<file path="src/rtl/lsu_pipe.sv">
// lsu_pipe: load/store unit between execute and data memory, with a hold
// register for issue, an in-order tracking FIFO and a registered writeback.
// Ports: req_* (core request, valid/ready), mem_* (memory request/response),
// wb_* (load result, valid/ready), misalign_o/err_addr_o (misaligned access),
// busy_o (any work held, outstanding or awaiting writeback).
module lsu_pipe #(
  parameter int DATA_W  = 32,
  parameter int ADDR_W  = 32,
  parameter int RD_W    = 5,
  parameter int MAX_OUT = 2
) (
  input  logic                clk,
  input  logic                reset,
  input  logic                req_valid_i,
  output logic                req_ready_o,
  input  logic                req_wen_i,
  input  logic [1:0]          req_size_i,
  input  logic                req_signed_i,
  input  logic [ADDR_W-1:0]   req_addr_i,
  input  logic [DATA_W-1:0]   req_wdata_i,
  input  logic [RD_W-1:0]     req_rd_i,
  output logic                mem_valid_o,
  input  logic                mem_yumi_i,
  output logic [ADDR_W-1:0]   mem_addr_o,
  output logic [DATA_W-1:0]   mem_wdata_o,
  output logic [DATA_W/8-1:0] mem_be_o,
  output logic                mem_wen_o,
  input  logic                mem_rvalid_i,
  input  logic [DATA_W-1:0]   mem_rdata_i,
  output logic                mem_ryumi_o,
  output logic                wb_valid_o,
  output logic [RD_W-1:0]     wb_rd_o,
  output logic [DATA_W-1:0]   wb_data_o,
  input  logic                wb_ready_i,
  output logic                misalign_o,
  output logic [ADDR_W-1:0]   err_addr_o,
  output logic                busy_o
);

  localparam int BE_W  = DATA_W / 8;
  localparam int OFF_W = $clog2(BE_W);
  localparam int PTR_W = (MAX_OUT > 1) ? $clog2(MAX_OUT) : 1;
  localparam int CNT_W = $clog2(MAX_OUT + 1);

  typedef struct packed {
    logic             wen;
    logic [1:0]       size;
    logic             sgn;
    logic [OFF_W-1:0] off;
    logic [RD_W-1:0]  rd;
  } trk_t;

  logic              hold_valid_q, hold_valid_d;
  logic [ADDR_W-1:0] hold_addr_q, hold_addr_d;
  logic [DATA_W-1:0] hold_wdata_q, hold_wdata_d;
  logic [BE_W-1:0]   hold_be_q, hold_be_d;
  logic              hold_wen_q, hold_wen_d;

  trk_t              fifo_q [MAX_OUT];
  trk_t              fifo_d [MAX_OUT];
  logic [PTR_W-1:0]  wr_ptr_q, wr_ptr_d;
  logic [PTR_W-1:0]  rd_ptr_q, rd_ptr_d;
  logic [CNT_W-1:0]  count_q, count_d;

  logic              wb_valid_q, wb_valid_d;
  logic [RD_W-1:0]   wb_rd_q, wb_rd_d;
  logic [DATA_W-1:0] wb_data_q, wb_data_d;

  logic              misalign_q, misalign_d;
  logic [ADDR_W-1:0] err_addr_q, err_addr_d;

  logic              xfer, mis, push, pop, load_pop;
  logic [OFF_W-1:0]  req_off;
  logic [BE_W-1:0]   lane_mask, req_be;
  logic [DATA_W-1:0] req_wdata_rep;
  trk_t              req_trk, head;
  logic [DATA_W-1:0] rsp_shift, rsp_ext;
  logic              rsp_sbit;

  function automatic logic [PTR_W-1:0] ptr_inc(input logic [PTR_W-1:0] p);
    if (p == PTR_W'(MAX_OUT - 1)) return '0;
    return p + PTR_W'(1);
  endfunction

  assign req_ready_o = !hold_valid_q && (count_q < CNT_W'(MAX_OUT));
  assign xfer        = req_valid_i && req_ready_o;
  assign push        = xfer && !mis;
  assign req_off     = req_addr_i[OFF_W-1:0];
  assign req_be      = lane_mask << req_off;
  assign req_trk     = {req_wen_i, req_size_i, req_signed_i, req_off, req_rd_i};
  assign head        = fifo_q[rd_ptr_q];

  // Stores never stall on writeback; loads need the wb slot free or draining.
  assign mem_ryumi_o = mem_rvalid_i && (count_q != '0) &&
                       (head.wen || !wb_valid_q || wb_ready_i);
  assign pop         = mem_ryumi_o;
  assign load_pop    = pop && !head.wen;

  // A dword on a 32-bit bus cannot be served, so it is trapped as misaligned.
  always_comb begin
    mis = 1'b0;
    unique case (req_size_i)
      2'd0:    mis = 1'b0;
      2'd1:    mis = req_addr_i[0];
      2'd2:    mis = |req_addr_i[1:0];
      default: mis = (|req_addr_i[2:0]) || (DATA_W < 64);
    endcase
  end

  always_comb begin
    lane_mask     = '0;
    req_wdata_rep = '0;
    for (int i = 0; i < BE_W; i++) begin
      lane_mask[i] = (i < (1 << req_size_i));
      req_wdata_rep[8*i +: 8] =
        req_wdata_i[8*(i & ((1 << req_size_i) - 1)) +: 8];
    end
  end

  always_comb begin
    rsp_shift = mem_rdata_i >> {head.off, 3'b000};
    rsp_sbit  = 1'b0;
    rsp_ext   = '0;
    unique case (head.size)
      2'd0:    rsp_sbit = rsp_shift[7];
      2'd1:    rsp_sbit = rsp_shift[15];
      2'd2:    rsp_sbit = rsp_shift[31];
      default: rsp_sbit = rsp_shift[DATA_W-1];
    endcase
    rsp_sbit = rsp_sbit && head.sgn;
    for (int i = 0; i < DATA_W; i++) begin
      rsp_ext[i] = (i < (8 << head.size)) ? rsp_shift[i] : rsp_sbit;
    end
  end

  always_comb begin
    hold_valid_d = hold_valid_q;
    hold_addr_d  = hold_addr_q;
    hold_wdata_d = hold_wdata_q;
    hold_be_d    = hold_be_q;
    hold_wen_d   = hold_wen_q;
    if (hold_valid_q) begin
      if (mem_yumi_i) hold_valid_d = 1'b0;
    end else if (push) begin
      hold_valid_d = 1'b1;
      hold_addr_d  = req_addr_i;
      hold_wdata_d = req_wdata_rep;
      hold_be_d    = req_be;
      hold_wen_d   = req_wen_i;
    end

    fifo_d   = fifo_q;
    wr_ptr_d = wr_ptr_q;
    rd_ptr_d = rd_ptr_q;
    if (push) begin
      fifo_d[wr_ptr_q] = req_trk;
      wr_ptr_d = ptr_inc(wr_ptr_q);
    end
    if (pop) rd_ptr_d = ptr_inc(rd_ptr_q);

    count_d = count_q;
    unique case ({push, pop})
      2'b10:   count_d = count_q + CNT_W'(1);
      2'b01:   count_d = count_q - CNT_W'(1);
      default: count_d = count_q;
    endcase

    misalign_d = xfer && mis;
    err_addr_d = (xfer && mis) ? req_addr_i : err_addr_q;

    wb_valid_d = wb_valid_q;
    wb_rd_d    = wb_rd_q;
    wb_data_d  = wb_data_q;
    if (load_pop) begin
      wb_valid_d = 1'b1;
      wb_rd_d    = head.rd;
      wb_data_d  = rsp_ext;
    end else if (wb_ready_i) begin
      wb_valid_d = 1'b0;
    end
  end

  always_ff @(posedge clk or posedge reset) begin
    if (reset) begin
      hold_valid_q <= 1'b0;
      hold_addr_q  <= '0;
      hold_wdata_q <= '0;
      hold_be_q    <= '0;
      hold_wen_q   <= 1'b0;
      for (int i = 0; i < MAX_OUT; i++) fifo_q[i] <= '0;
      wr_ptr_q     <= '0;
      rd_ptr_q     <= '0;
      count_q      <= '0;
      wb_valid_q   <= 1'b0;
      wb_rd_q      <= '0;
      wb_data_q    <= '0;
      misalign_q   <= 1'b0;
      err_addr_q   <= '0;
    end else begin
      hold_valid_q <= hold_valid_d;
      hold_addr_q  <= hold_addr_d;
      hold_wdata_q <= hold_wdata_d;
      hold_be_q    <= hold_be_d;
      hold_wen_q   <= hold_wen_d;
      fifo_q       <= fifo_d;
      wr_ptr_q     <= wr_ptr_d;
      rd_ptr_q     <= rd_ptr_d;
      count_q      <= count_d;
      wb_valid_q   <= wb_valid_d;
      wb_rd_q      <= wb_rd_d;
      wb_data_q    <= wb_data_d;
      misalign_q   <= misalign_d;
      err_addr_q   <= err_addr_d;
    end
  end

  assign mem_valid_o = hold_valid_q;
  assign mem_addr_o  = hold_addr_q;
  assign mem_wdata_o = hold_wdata_q;
  assign mem_be_o    = hold_be_q;
  assign mem_wen_o   = hold_wen_q;
  assign wb_valid_o  = wb_valid_q;
  assign wb_rd_o     = wb_rd_q;
  assign wb_data_o   = wb_data_q;
  assign misalign_o  = misalign_q;
  assign err_addr_o  = err_addr_q;
  assign busy_o      = hold_valid_q || (count_q != '0) || wb_valid_q;

endmodule

</file>
<file path="config.mk">
export PLATFORM = sky130hd
export DESIGN_NAME = lsu_pipe
export DESIGN_NICKNAME = d
export VERILOG_FILES = /design/src/rtl/lsu_pipe.sv
export SDC_FILE = /design/constraint.sdc
export NUM_CORES = 1
export LEC_CHECK = 0
export CAP_MARGIN = 15
export CORE_UTILIZATION = 35
export CTS_CLUSTER_DIAMETER = 30
export DETAILED_ROUTE_END_ITERATION = 12
export PLACE_DENSITY = 0.68
export SLEW_MARGIN = 10
export SYNTH_ARGS = -nofsm -noshare
export SYNTH_HDL_FRONTEND = slang
export SYNTH_SLANG_ARGS = --single-unit
</file>
<file path="constraint.sdc">
create_clock -name clk -period 8 [get_ports clk]
set_input_delay 1.6 -clock clk [delete_from_list [all_inputs] [get_ports clk]]
set_output_delay 1.6 -clock clk [all_outputs]
set_load 0.1 [all_outputs]
</file>
==> After elaboration in Yosys (flattened, before gate mapping) <==
Index checks and enable logic that the tools add are counted.
{ "classes": {"n_mux": 54, "reduce_logical": 24, "n_eq_ne": 5, "add_sub_neg": 5, "n_bitwise": 3, "magnitude_cmp": 40, "shift": 7} }
{ "ops": {"columns": ["operator", "count"], "rows": [
  ["< comparator 6 x 32 -> 1 bit (first input constant)", 16],
  ["< comparator 5 x 32 -> 1 bit (first input constant)", 8],
  ["< comparator 3 x 32 -> 1 bit (first input constant)", 4],
  ["< comparator 4 x 32 -> 1 bit (first input constant)", 4],
  ["< comparator 1 x 32 -> 1 bit (first input constant)", 2],
  ["< comparator 2 x 32 -> 1 bit (first input constant)", 2],
  ["variable part select 32 x 6 -> 8 bit", 2],
  ["2-to-1 mux 1 bit", 45],
  ["2-to-1 mux 11 bit", 4],
  ["variable part select 32 x 5 -> 8 bit", 1],
  ["<< shifter 1 x 2 -> 32 bit (first input constant)", 1],
  ["<< shifter 4 x 2 -> 32 bit (first input constant)", 1],
  ["right shift 32 x 5 -> 32 bit", 1],
  ["bitwise mux 22 bit", 1],
  ["demux 11 bit (select 1 bit)", 1],
  ["logical AND 1 bit", 9],
  ["== test 2 x 1 -> 1 bit (second input constant)", 3],
  ["nonzero test 2 bit", 3],
  ["== test 2 bit (second input constant)", 2],
  [">= comparator 2 bit (second input constant)", 2],
  ["logical NOT 1 bit", 4],
  ["logical NOT 2 bit", 2],
  ["logical OR 1 bit", 4],
  ["NOT 1 -> 2 bit", 2],
  ["13 further kinds", 14]
]} }
{ "word_totals": {"regBits": 167, "wordCells": 161, "in_bits": 111, "output_inout_bits": 144} }

==> Depth between registers and ports, before layout <==
Gate-level depths: netlist of run 1.
{ "logic_depth": {"ltp_word": 9, "depth_mapped": 10, "ltp_nobuf": 8} }

==> Worst setup path before layout of run 1 <==
Ideal clock, no wire load.
{ "synth_timing": {"path_kind": "input to output", "start": "input port wb_ready_i", "end": "output port mem_ryumi_o", "t_arrival_ps": 3403, "stages": 2, "n_path_buf": 0, "required_time_ps": 6400, "path_slack_ps": 2997, "cell_sequence": "inv_1 a31oi_1"} }
{ "synth_between": {"elab_chain_cells": 2} }
{ "synth_rtl": {"columns": ["element", "line_no", "source"], "rows": [
  ["start, declared", "34", "input logic wb_ready_i,"],
  ["logical OR 1 bit", "95", "(head.wen || !wb_valid_q || wb_ready_i);"],
  ["logical AND 1 bit", "94", "assign mem_ryumi_o = mem_rvalid_i && (count_q != '0) &&"],
  ["end, declared", "30", "output logic mem_ryumi_o,"]
]} }
Every way passes these cells.

==> Worst setup path in the final report of run 1 <==
{ "layout_timing": {"start": "input port mem_rvalid_i", "end": "output port mem_ryumi_o"} }
{ "layout_between": {"elab_chain_cells": 2} }
{ "layout_rtl": {"columns": ["element", "line_no", "source"], "rows": [
  ["start, declared", "28", "input logic mem_rvalid_i,"],
  ["logical AND 1 bit (2 in series)", "94", null]
]} }
Every way passes these cells.

==> impl_metrics.sql, run 1 <==
INSERT INTO impl_metrics (metric_group, metric, value, unit) VALUES
('worst_setup_path', 'cp_slowest_cell', 'clkdlybuf4s50_1', ''),
('die', 'floorplan.die.height', '147', 'um'),
('logic_synthesis', 'synth_most_common_cell', 'nand2_1', ''),
('sta', 'fin_crit_sh', '65.2', '%'),
('clock_network', 'ctsHtreeMaxLevel', '4', ''),
('final_layout', 'drive_gt1_share', '12.9', '%'),
('detailed_routing', 'detailroute.via_count', '5942', ''),
('job', 'timing.max_cap.violations', '0', ''),
('global_routing', 'grt_pass1_vias', '6124', ''),
('detailed_routing', 'final_antenna_net_count', '0', ''),
('die', 'rows', '52', ''),
('sta', 'setup_viol', '0', ''),
('logic_synthesis', 'synthFlopType', 'dfrtp_1', ''),
('outcome', 'run_status', 'completed', ''),
('placement', 'io_buffer_count', '254', ''),
('logic_synthesis', 'synthesis.instances', '694', ''),
('detailed_routing', 'drcViolationCount', '0', ''),
('clock_network', 'tritoncts', 'done', ''),
('global_routing', 'globalRouteOverflowTotal', '0', ''),
('logic_synthesis', 'postSynthAreaPerCell', '10.7', 'um2'),
('clock_network', 'cts_buffers', '17', ''),
('final_layout', 'num_antenna_cells', '0', ''),
('sta', 'report.final.slew_viol_count', '0', ''),
('logic_synthesis', 'ys_seq_elements', '167', ''),
('clock_network', 'clkLatencyLatePin', '420', 'ps'),
('sta', 'max_freq', '192', 'MHz'),
('sta', 'fin_worst_skew', '8.93', 'ps'),
('final_layout', 'seqCellArea', '4180', 'um2'),
('detailed_routing', 'drt_pass_1_iters', '4', ''),
('clock_network', 'max-clock-path-buffers', '2', ''),
('sta', 'relSlewSlack', '23.8', '%'),
('worst_setup_path', 'crit_chain', 'clkdlybuf4s50_1 > o21ai_0 > a31oi_1 > clkdlybuf4s50_1', ''),
('placement', 'pre_cts_setup_slack', '2760', 'ps'),
('worst_setup_path', 'timing.critical_path.fanout_max', '3', ''),
('die', 'floorplan.io_pins', '255', ''),
('worst_setup_path', 'critPathCaptureType', 'output pin', ''),
('logic_synthesis', 'postSynthNetCount', '807', ''),
('die', 'floorplan.die.width', '147', 'um'),
('die', 'core', '20500', 'um2'),
('clock_network', 'post_cts_buffers', '0', ''),
('final_layout', 'flow.area_growth_from_synthesis', '45.4', '%'),
('detailed_routing', 'vias_per_cell', '4.89', ''),
('worst_setup_path', 'startpoint_type', 'input pin', ''),
('die', 'start_util', '36.1', '%'),
('logic_synthesis', 'yosys-top-cells-area', 'dfrtp_1 (57%), nand2_1 (11%), mux2_2 (11%)', ''),
('clock_network', 'postCtsHoldBufs', '0', ''),
('clock_network', 'clk_pin_slew_worst_paths', '70', 'ps'),
('sta', 'grt_setup_unrepaired', 'false', ''),
('sta', 'final_critical_path_setup_slack', '2780', 'ps'),
('logic_synthesis', 'post_synth_num_cell_types', '47', ''),
('detailed_routing', 'detail_route.iter0.violations', '212', ''),
('clock_network', 'cts_repair_resize_count', '0', ''),
('logic_synthesis', 'synth-async-reset-ratio', '100', '%'),
('clock_network', 'clock_sinks', '167', ''),
('logic_synthesis', 'synth_enable_flop_cells', '0', ''),
('worst_setup_path', 'crit_path_max_incr_delay', '1200', 'ps'),
('sta', 'worst_pin_slew', '1140', 'ps'),
('global_routing', 'grtUsageTotal', '20.0', '%'),
('sta', 'min_period', '5220', 'ps'),
('hold_path', 'timing.hold.worst.class', 'register to register', ''),
('detailed_routing', 'routed_wire_length_per_instance', '17.2', 'um'),
('final_layout', 'multiInputGateArea', '3000', 'um2'),
('worst_setup_path', 'path_class', 'input pin to output pin', ''),
('global_routing', 'initial_antenna_violation_count', '1', ''),
('worst_setup_path', 'crit_required', '6400', 'ps'),
('worst_setup_path', 'crit_path_frequent_cell', 'clkdlybuf4s50_1', ''),
('global_routing', 'grt_max_degree', '100', ''),
('placement', 'routabilityCongestion', '0.838', ''),
('die', 'floorplan.die_area', '21700', 'um2'),
('logic_synthesis', 'synth.cell_area', '7390', 'um2'),
('clock_network', 'cts_root_buffer_type', 'clkbuf_16', ''),
('sta', 'final_hold_viol_count', '0', ''),
('logic_synthesis', 'yosysTopAreaCell', 'dfrtp_1', ''),
('logic_synthesis', 'post_synth_most_frequent_cells', 'nand2_1 (217), dfrtp_1 (167), mux2_2 (72)', ''),
('placement', 'dp.final_hpwl', '14700', 'um'),
('logic_synthesis', 'synth-seq-area-share', '56.5', '%'),
('logic_synthesis', 'synth_warnings', '0', ''),
('global_routing', 'global_route_wire_length_before_repair', '33500', 'um'),
('worst_setup_path', 'cp.arrival', '3620', 'ps'),
('sta', 'setup_tns', '0', 'ps'),
('detailed_routing', 'finalWirelength', '20900', 'um'),
('logic_synthesis', 'synth_top_cell_area_share', '56.5', '%'),
('final_layout', 'n_fill_cell', '1877', ''),
('final_layout', 'final_nets', '1044', '');
## cells by family (layout without fill, tap and decap cells)
group	after synthesis	in the layout	synth area share, %
fa+ha+maj	2	2	0.338
mux	103	103	15.2
buf+inv	50	300	3.01
flops	167	167	56.5
xor+xnor	5	5	0.593
simple gates	269	269	14.3
compound gates	98	98	9.99
## final timing paths
path,start,end,slack (ps),depth (start not counted)
worst min-delay path,mem_addr_o[8],mem_addr_o[8],470,2
max in group asynchronous,reset,mem_addr_o[24],4780,3
worst max-delay path,mem_rvalid_i,mem_ryumi_o,2780,4
worst min register to register,mem_addr_o[8],mem_addr_o[8],470,2
min in group asynchronous,reset,wb_data_o[19],1740,2
worst max register to register,rd_ptr_q,wb_data_o[22],5060,6
## worst max-delay path, delay by kind of cell
kind | cells | cell delay [ps]
buffers and inverters | 2 | 1650
AOI/OAI and AO/OA | 2 | 360
## sequential cells by signal, summed over array words and instances (netlist names)
signal       cells
wb_rd_o          5
mem_valid_o      1
err_addr_o      32
mem_wen_o        1
misalign_o       1
wr_ptr_q         1
mem_addr_o      32
mem_wdata_o     32
wb_valid_o       1
wb_data_o       32
mem_be_o         4
rd_ptr_q         1
count_q          2
fifo_q          22
## layout make-up
class | instances | share of cell area, %
clock inverter | 15 | 1.67
multi-input combinational | 477 | 27.9
sequential | 167 | 38.9
timing repair buffer | 261 | 24.2
inverter | 7 | 0.291
clock buffer | 17 | 3.96
tap | 270 | 3.14
## per-stage QoR
step | cells | utilization, % | hold WS [ps] | instance area [um2]
5_1_grt | 1214 | 52.4 | 494 | 10700
2_1_floorplan | 694 | - | 459 | 7390
4_1_cts | 1214 | 52.4 | 478 | 10700
6_report | 1214 | 52.4 | 473 | 10700
3_5_place_dp | 1182 | 49.5 | 461 | 10100
3_3_place_gp | 1182 | 49.5 | 457 | 10100
## metal layers
metal	vias to the layer above	share of wire, %	GRT usage [%]
li1	2841	-	-
met1	2888	43	25.3
met2	197	47	31.9
met3	16	9.1	7.14
met4	0	1.1	6.29
met5	-	0	0
## placed cells by master, fill, tap and decap left out, types with 4 or more instances in the layout
master,instances
clkdlybuf4s50_1,254
nand2_1,217
dfrtp_1,167
mux2_2,72
nor2_1,35
mux2i_1,30
o21ai_0,24
clkbuf_16,17
a211o_1,15
a22oi_1,9
a21o_1,8
o211ai_1,8
a311oi_1,7
o2bb2ai_1,7
inv_6,7
buf_4,7
a21oi_1,6
inv_1,5
inv_8,4
Power of run 1 is left out: the tool's default activity adds up to more than one toggle a clock period on the data nets, which glitch-free logic cannot reach.
==> inputs of run 2 (changes only) <==
Clock period 8 ns to 5.3 ns, I/O delays scaled along.
==> impl_metrics.sql, run 2 (same netlist as run 1, synthesis figures left out) <==
INSERT INTO impl_metrics (metric_group, metric, value, unit) VALUES
('outcome', 'run_status', 'completed', ''),
('worst_setup_path', 'crit_chain', 'mux2i_1 > a31oi_1 > buf_4', ''),
('worst_setup_path', 'cp_slowest_cell', 'dfrtp_1', ''),
('sta', 'relSlewSlack', '25.6', '%'),
('final_layout', 'num_antenna_cells', '0', ''),
('sta', 'min_period', '3500', 'ps'),
('placement', 'pre_cts_setup_slack', '1540', 'ps'),
('detailed_routing', 'finalWirelength', '21100', 'um'),
('worst_setup_path', 'critical-path-top-delay-family', 'flip-flops', ''),
('die', 'floorplan.io_pins', '255', ''),
('sta', 'final_critical_path_setup_slack', '1800', 'ps'),
('clock_network', 'cts_buffers', '17', ''),
('clock_network', 'clock_sinks', '167', ''),
('sta', 'fin_worst_skew', '14.5', 'ps'),
('clock_network', 'tritoncts', 'done', ''),
('global_routing', 'grt_pass1_vias', '6136', ''),
('placement', 'dp.final_hpwl', '15000', 'um'),
('detailed_routing', 'drt_pass_1_iters', '4', ''),
('global_routing', 'grtUsageTotal', '20.2', '%'),
('final_layout', 'flow.area_growth_from_synthesis', '45.8', '%'),
('worst_setup_path', 'critical_path_buf_inv_count', '1', ''),
('detailed_routing', 'routed_wire_length_per_instance', '17.4', 'um'),
('final_layout', 'finish.instance_area', '10800', 'um2'),
('global_routing', 'grt_max_degree', '108', ''),
('sta', 'setup_viol', '0', ''),
('sta', 'worst_pin_slew', '1110', 'ps'),
('sta', 'report.final.slew_viol_count', '0', ''),
('die', 'floorplan.die.width', '147', 'um'),
('placement', 'dpl-instance-area', '10200', 'um2'),
('worst_setup_path', 'critPathCaptureType', 'output pin', ''),
('sta', 'final_hold_viol_count', '0', ''),
('clock_network', 'max-clock-path-buffers', '2', ''),
('global_routing', 'initial_antenna_violation_count', '1', ''),
('detailed_routing', 'detailroute.via_count', '5879', ''),
('worst_setup_path', 'timing.critical_path.fanout_max', '21', ''),
('final_layout', 'layout.cells.most_common', 'clkdlybuf4s50_1', ''),
('worst_setup_path', 'crit_required', '4240', 'ps'),
('sta', 'fin_crit_sh', '65.9', '%'),
('die', 'floorplan.die_area', '21700', 'um2'),
('detailed_routing', 'detail_route.iter0.violations', '175', ''),
('worst_setup_path', 'cp.arrival', '2440', 'ps'),
('die', 'rows', '52', ''),
('die', 'start_util', '36.1', '%'),
('sta', 'grt_setup_unrepaired', 'false', ''),
('detailed_routing', 'vias_per_cell', '4.83', ''),
('clock_network', 'postCtsHoldBufs', '0', ''),
('global_routing', 'global_route_wire_length_before_repair', '33800', 'um'),
('sta', 'setup_tns', '0', 'ps'),
('final_layout', 'drive_gt1_share', '13.3', '%'),
('clock_network', 'cts_repair_resize_count', '0', ''),
('die', 'floorplan.die.height', '147', 'um'),
('clock_network', 'clkLatencyLatePin', '430', 'ps'),
('hold_path', 'timing.hold.worst.class', 'register to register', ''),
('placement', 'routabilityCongestion', '0.844', ''),
('clock_network', 'cts_root_buffer_type', 'clkbuf_16', ''),
('final_layout', 'most_frequent_cells_in_the_layout', 'clkdlybuf4s50_1 (253), nand2_1 (217), dfrtp_1 (167)', ''),
('worst_setup_path', 'startpoint_type', 'register', ''),
('detailed_routing', 'final_antenna_net_count', '0', ''),
('global_routing', 'globalRouteOverflowTotal', '0', ''),
('worst_setup_path', 'crit_path_max_incr_delay', '920', 'ps'),
('clock_network', 'clk_pin_slew_worst_paths', '70', 'ps'),
('detailed_routing', 'drcViolationCount', '0', ''),
('worst_setup_path', 'path_class', 'register to output pin', ''),
('die', 'core', '20500', 'um2'),
('final_layout', 'final_nets', '1047', ''),
('job', 'timing.max_cap.violations', '0', ''),
('placement', 'io_buffer_count', '254', ''),
('clock_network', 'post_cts_buffers', '0', ''),
('sta', 'max_freq', '286', 'MHz'),
('clock_network', 'ctsHtreeMaxLevel', '4', '');
==> run 2: final timing paths <==
check                               startpoint        endpoint  slack (ps)  cells after the start
worst max-delay path                  rd_ptr_q     mem_ryumi_o        1800                      3
worst min-delay path            mem_addr_o[24]  mem_addr_o[24]         480                      2
worst max register to register        rd_ptr_q   wb_data_o[30]        2360                      6
worst min register to register  mem_addr_o[24]  mem_addr_o[24]         480                      2
max in group asynchronous                reset  mem_addr_o[19]        3360                      3
min in group asynchronous                reset      wb_rd_o[4]        1010                      2
==> run 2: worst register-to-register path: stages, from the launching register on <==
cell     delay [ps]
dfrtp_1         920
mux2i_2         280
buf_4           320
mux2_2          420
a22oi_2         220
a41oi_4         300
a211o_1         360
==> run 2: routing by layer <==
layer | up-vias | routed length [um] | track usage, %
met5 | - | 0 | 0
met4 | 0 | 363 | 6.65
met3 | 21 | 2080 | 8.42
met2 | 207 | 9690 | 32.3
met1 | 2808 | 8980 | 24.6
li1 | 2843 | - | -
==> run 2: layout make-up <==
class	count	area, um2
clock buffers	18	439
clock inverters	14	165
fillers	1901	9720
inverters	7	30.0
multi-input cells	477	3000
flip-flops and latches	167	4180
well taps	270	338
repair buffers	264	2630
==> run 2: per-stage QoR <==
step,util (%),hold WS (ps),instances
2_1_floorplan,-,459,694
3_3_place_gp,49.6,456,1185
5_1_grt,52.6,493,1217
3_5_place_dp,49.6,462,1185
4_1_cts,52.6,479,1217
6_report,52.6,475,1217
Power of run 2 is left out for the same reason.
==> inputs of run 3 (changes only) <==
Settings changed: PLACE_DENSITY 0.68 to 0.71.
Clock period 5.3 ns to 3 ns, I/O delays scaled along.
==> impl_metrics.sql, run 3 (same netlist as run 1, synthesis figures left out) <==
INSERT INTO impl_metrics (metric_group, metric, value, unit) VALUES
('hold_path', 'timing.hold.worst.class', 'register to register', ''),
('die', 'start_util', '36.1', '%'),
('sta', 'max_freq', '412', 'MHz'),
('final_layout', 'most_frequent_cells_in_the_layout', 'nand2_1 (217), dfrtp_1 (167), buf_4 (160)', ''),
('worst_setup_path', 'cp.arrival', '2730', 'ps'),
('sta', 'setup_viol', '0', ''),
('sta', 'worst_pin_slew', '610', 'ps'),
('hold_path', 'min_path_cells', '2', ''),
('clock_network', 'ctsHtreeMaxLevel', '4', ''),
('worst_setup_path', 'timing.critical_path.fanout_max', '24', ''),
('sta', 'setup_tns', '0', 'ps'),
('clock_network', 'max-clock-path-buffers', '2', ''),
('placement', 'io_buffer_count', '254', ''),
('final_layout', 'drive_gt1_share', '29.4', '%'),
('global_routing', 'globalRouteOverflowTotal', '0', ''),
('detailed_routing', 'detailroute.via_count', '5993', ''),
('clock_network', 'postCtsHoldBufs', '0', ''),
('worst_setup_path', 'critPathCaptureType', 'register', ''),
('sta', 'final_critical_path_setup_slack', '572', 'ps'),
('die', 'core', '20500', 'um2'),
('die', 'rows', '52', ''),
('die', 'floorplan.die.width', '147', 'um'),
('sta', 'grt_setup_unrepaired', 'false', ''),
('placement', 'routabilityCongestion', '0.829', ''),
('worst_setup_path', 'cp.depth', '6', ''),
('sta', 'fin_worst_skew', '11.0', 'ps'),
('placement', 'dp.final_hpwl', '15200', 'um'),
('final_layout', 'layout.cells.most_common', 'nand2_1', ''),
('detailed_routing', 'final_antenna_net_count', '0', ''),
('worst_setup_path', 'cp_slowest_cell', 'dfrtp_1', ''),
('sta', 'fin_crit_sh', '80.9', '%'),
('placement', 'pre_cts_setup_slack', '387', 'ps'),
('worst_setup_path', 'crit_path_max_incr_delay', '580', 'ps'),
('sta', 'final_hold_viol_count', '0', ''),
('sta', 'min_period', '2430', 'ps'),
('worst_setup_path', 'crit_chain', 'buf_4 > mux2_2 > a21oi_1 > a22oi_2 > a41oi_4 > a211o_1', ''),
('clock_network', 'cts_repair_resize_count', '0', ''),
('detailed_routing', 'detail_route.iter0.violations', '217', ''),
('sta', 'report.final.slew_viol_count', '0', ''),
('worst_setup_path', 'path_class', 'register to register', ''),
('clock_network', 'clock_sinks', '167', ''),
('clock_network', 'clkLatencyLatePin', '420', 'ps'),
('clock_network', 'cts_root_buffer_type', 'clkbuf_16', ''),
('global_routing', 'grtUsageTotal', '19.8', '%'),
('worst_setup_path', 'crit_required', '3300', 'ps'),
('clock_network', 'clk_pin_slew_worst_paths', '70', 'ps'),
('sta', 'relSlewSlack', '59.1', '%'),
('global_routing', 'global_route_wire_length_before_repair', '33300', 'um'),
('sta', 'finalHoldWorstSlack', '477', 'ps'),
('outcome', 'run_status', 'completed', ''),
('die', 'floorplan.die.height', '147', 'um'),
('detailed_routing', 'drt_pass_1_iters', '4', ''),
('final_layout', 'final_nets', '1058', ''),
('detailed_routing', 'drcViolationCount', '0', ''),
('global_routing', 'initial_antenna_violation_count', '0', ''),
('job', 'timing.max_cap.violations', '0', ''),
('final_layout', 'flow.area_growth_from_synthesis', '42.6', '%'),
('worst_setup_path', 'critical-path-top-delay-family', 'compound AO/OA/AOI/OAI gates', ''),
('worst_setup_path', 'timing.reg2reg.worst_path_depth', '6', ''),
('worst_setup_path', 'startpoint_type', 'register', ''),
('clock_network', 'tritoncts', 'done', ''),
('clock_network', 'cts_buffers', '17', ''),
('die', 'floorplan.io_pins', '255', ''),
('worst_setup_path', 'critical_path_buf_inv_count', '1', ''),
('clock_network', 'post_cts_buffers', '0', ''),
('detailed_routing', 'routed_wire_length_per_instance', '16.9', 'um'),
('detailed_routing', 'finalWirelength', '20800', 'um'),
('die', 'floorplan.die_area', '21700', 'um2'),
('global_routing', 'grt_max_degree', '77', ''),
('global_routing', 'grt_pass1_vias', '6082', ''),
('detailed_routing', 'vias_per_cell', '4.88', '');
[run 3: changes by cell type in the layout (fill, tap and decap cells not counted), sizes merged]
cell           delta
buf             +154
clkbuf            +2
clkdlybuf4s50   -143
clkinv            -4
clkinvlp          +3
diode             +1
inv               -1
[run 3: per-stage QoR]
step | instances | utilization, % | area, um2
after global placement | 1196 | 48.6 | 9960
after global routing | 1228 | 51.4 | 10500
final | 1229 | 51.4 | 10500
after detailed placement | 1196 | 48.6 | 9960
after floorplan | 694 | - | 7410
after CTS | 1228 | 51.4 | 10500
[run 3: layout make-up]
cell class                 instances  area (um2)
clock inverter                    12         118
antenna                            1        2.50
timing repair buffer             275        2400
clock buffer                      20         457
sequential                       167        4180
multi-input combinational        477        3010
tap                              270         338
fill                            1924        9960
inverter                           7        30.0
[run 3: final timing paths]
| check | startpoint | end | slack [ps] |
|---|---|---|---|
| worst max-delay path | rd_ptr_q | wb_data_o[24] | 570 |
| worst max register to register | rd_ptr_q | wb_data_o[24] | 570 |
| max in group asynchronous | reset | mem_addr_o[27] | 1810 |
| worst min-delay path | mem_addr_o[20] | mem_addr_o[20] | 480 |
| worst min register to register | mem_addr_o[20] | mem_addr_o[20] | 480 |
| min in group asynchronous | reset | wb_rd_o[0] | 500 |
[run 3: worst register-to-register path: stages, from the launching register on]
cell,delay [ps]
dfrtp_1,580
buf_4,250
mux2_2,480
a21oi_1,100
a22oi_2,260
a41oi_4,290
a211o_1,360
[run 3: layer usage]
layer / track usage, % / wire length, um / vias to the layer above / part of all wire (%)
li1: - / - / 2863 / -
met1: 24.4 / 8670 / 2908 / 42
met2: 32.4 / 10000 / 202 / 48
met3: 7.14 / 1780 / 20 / 8.6
met4: 6.08 / 296 / 0 / 1.4
met5: 0 / 0 / - / 0
Power of run 3 is left out for the same reason.
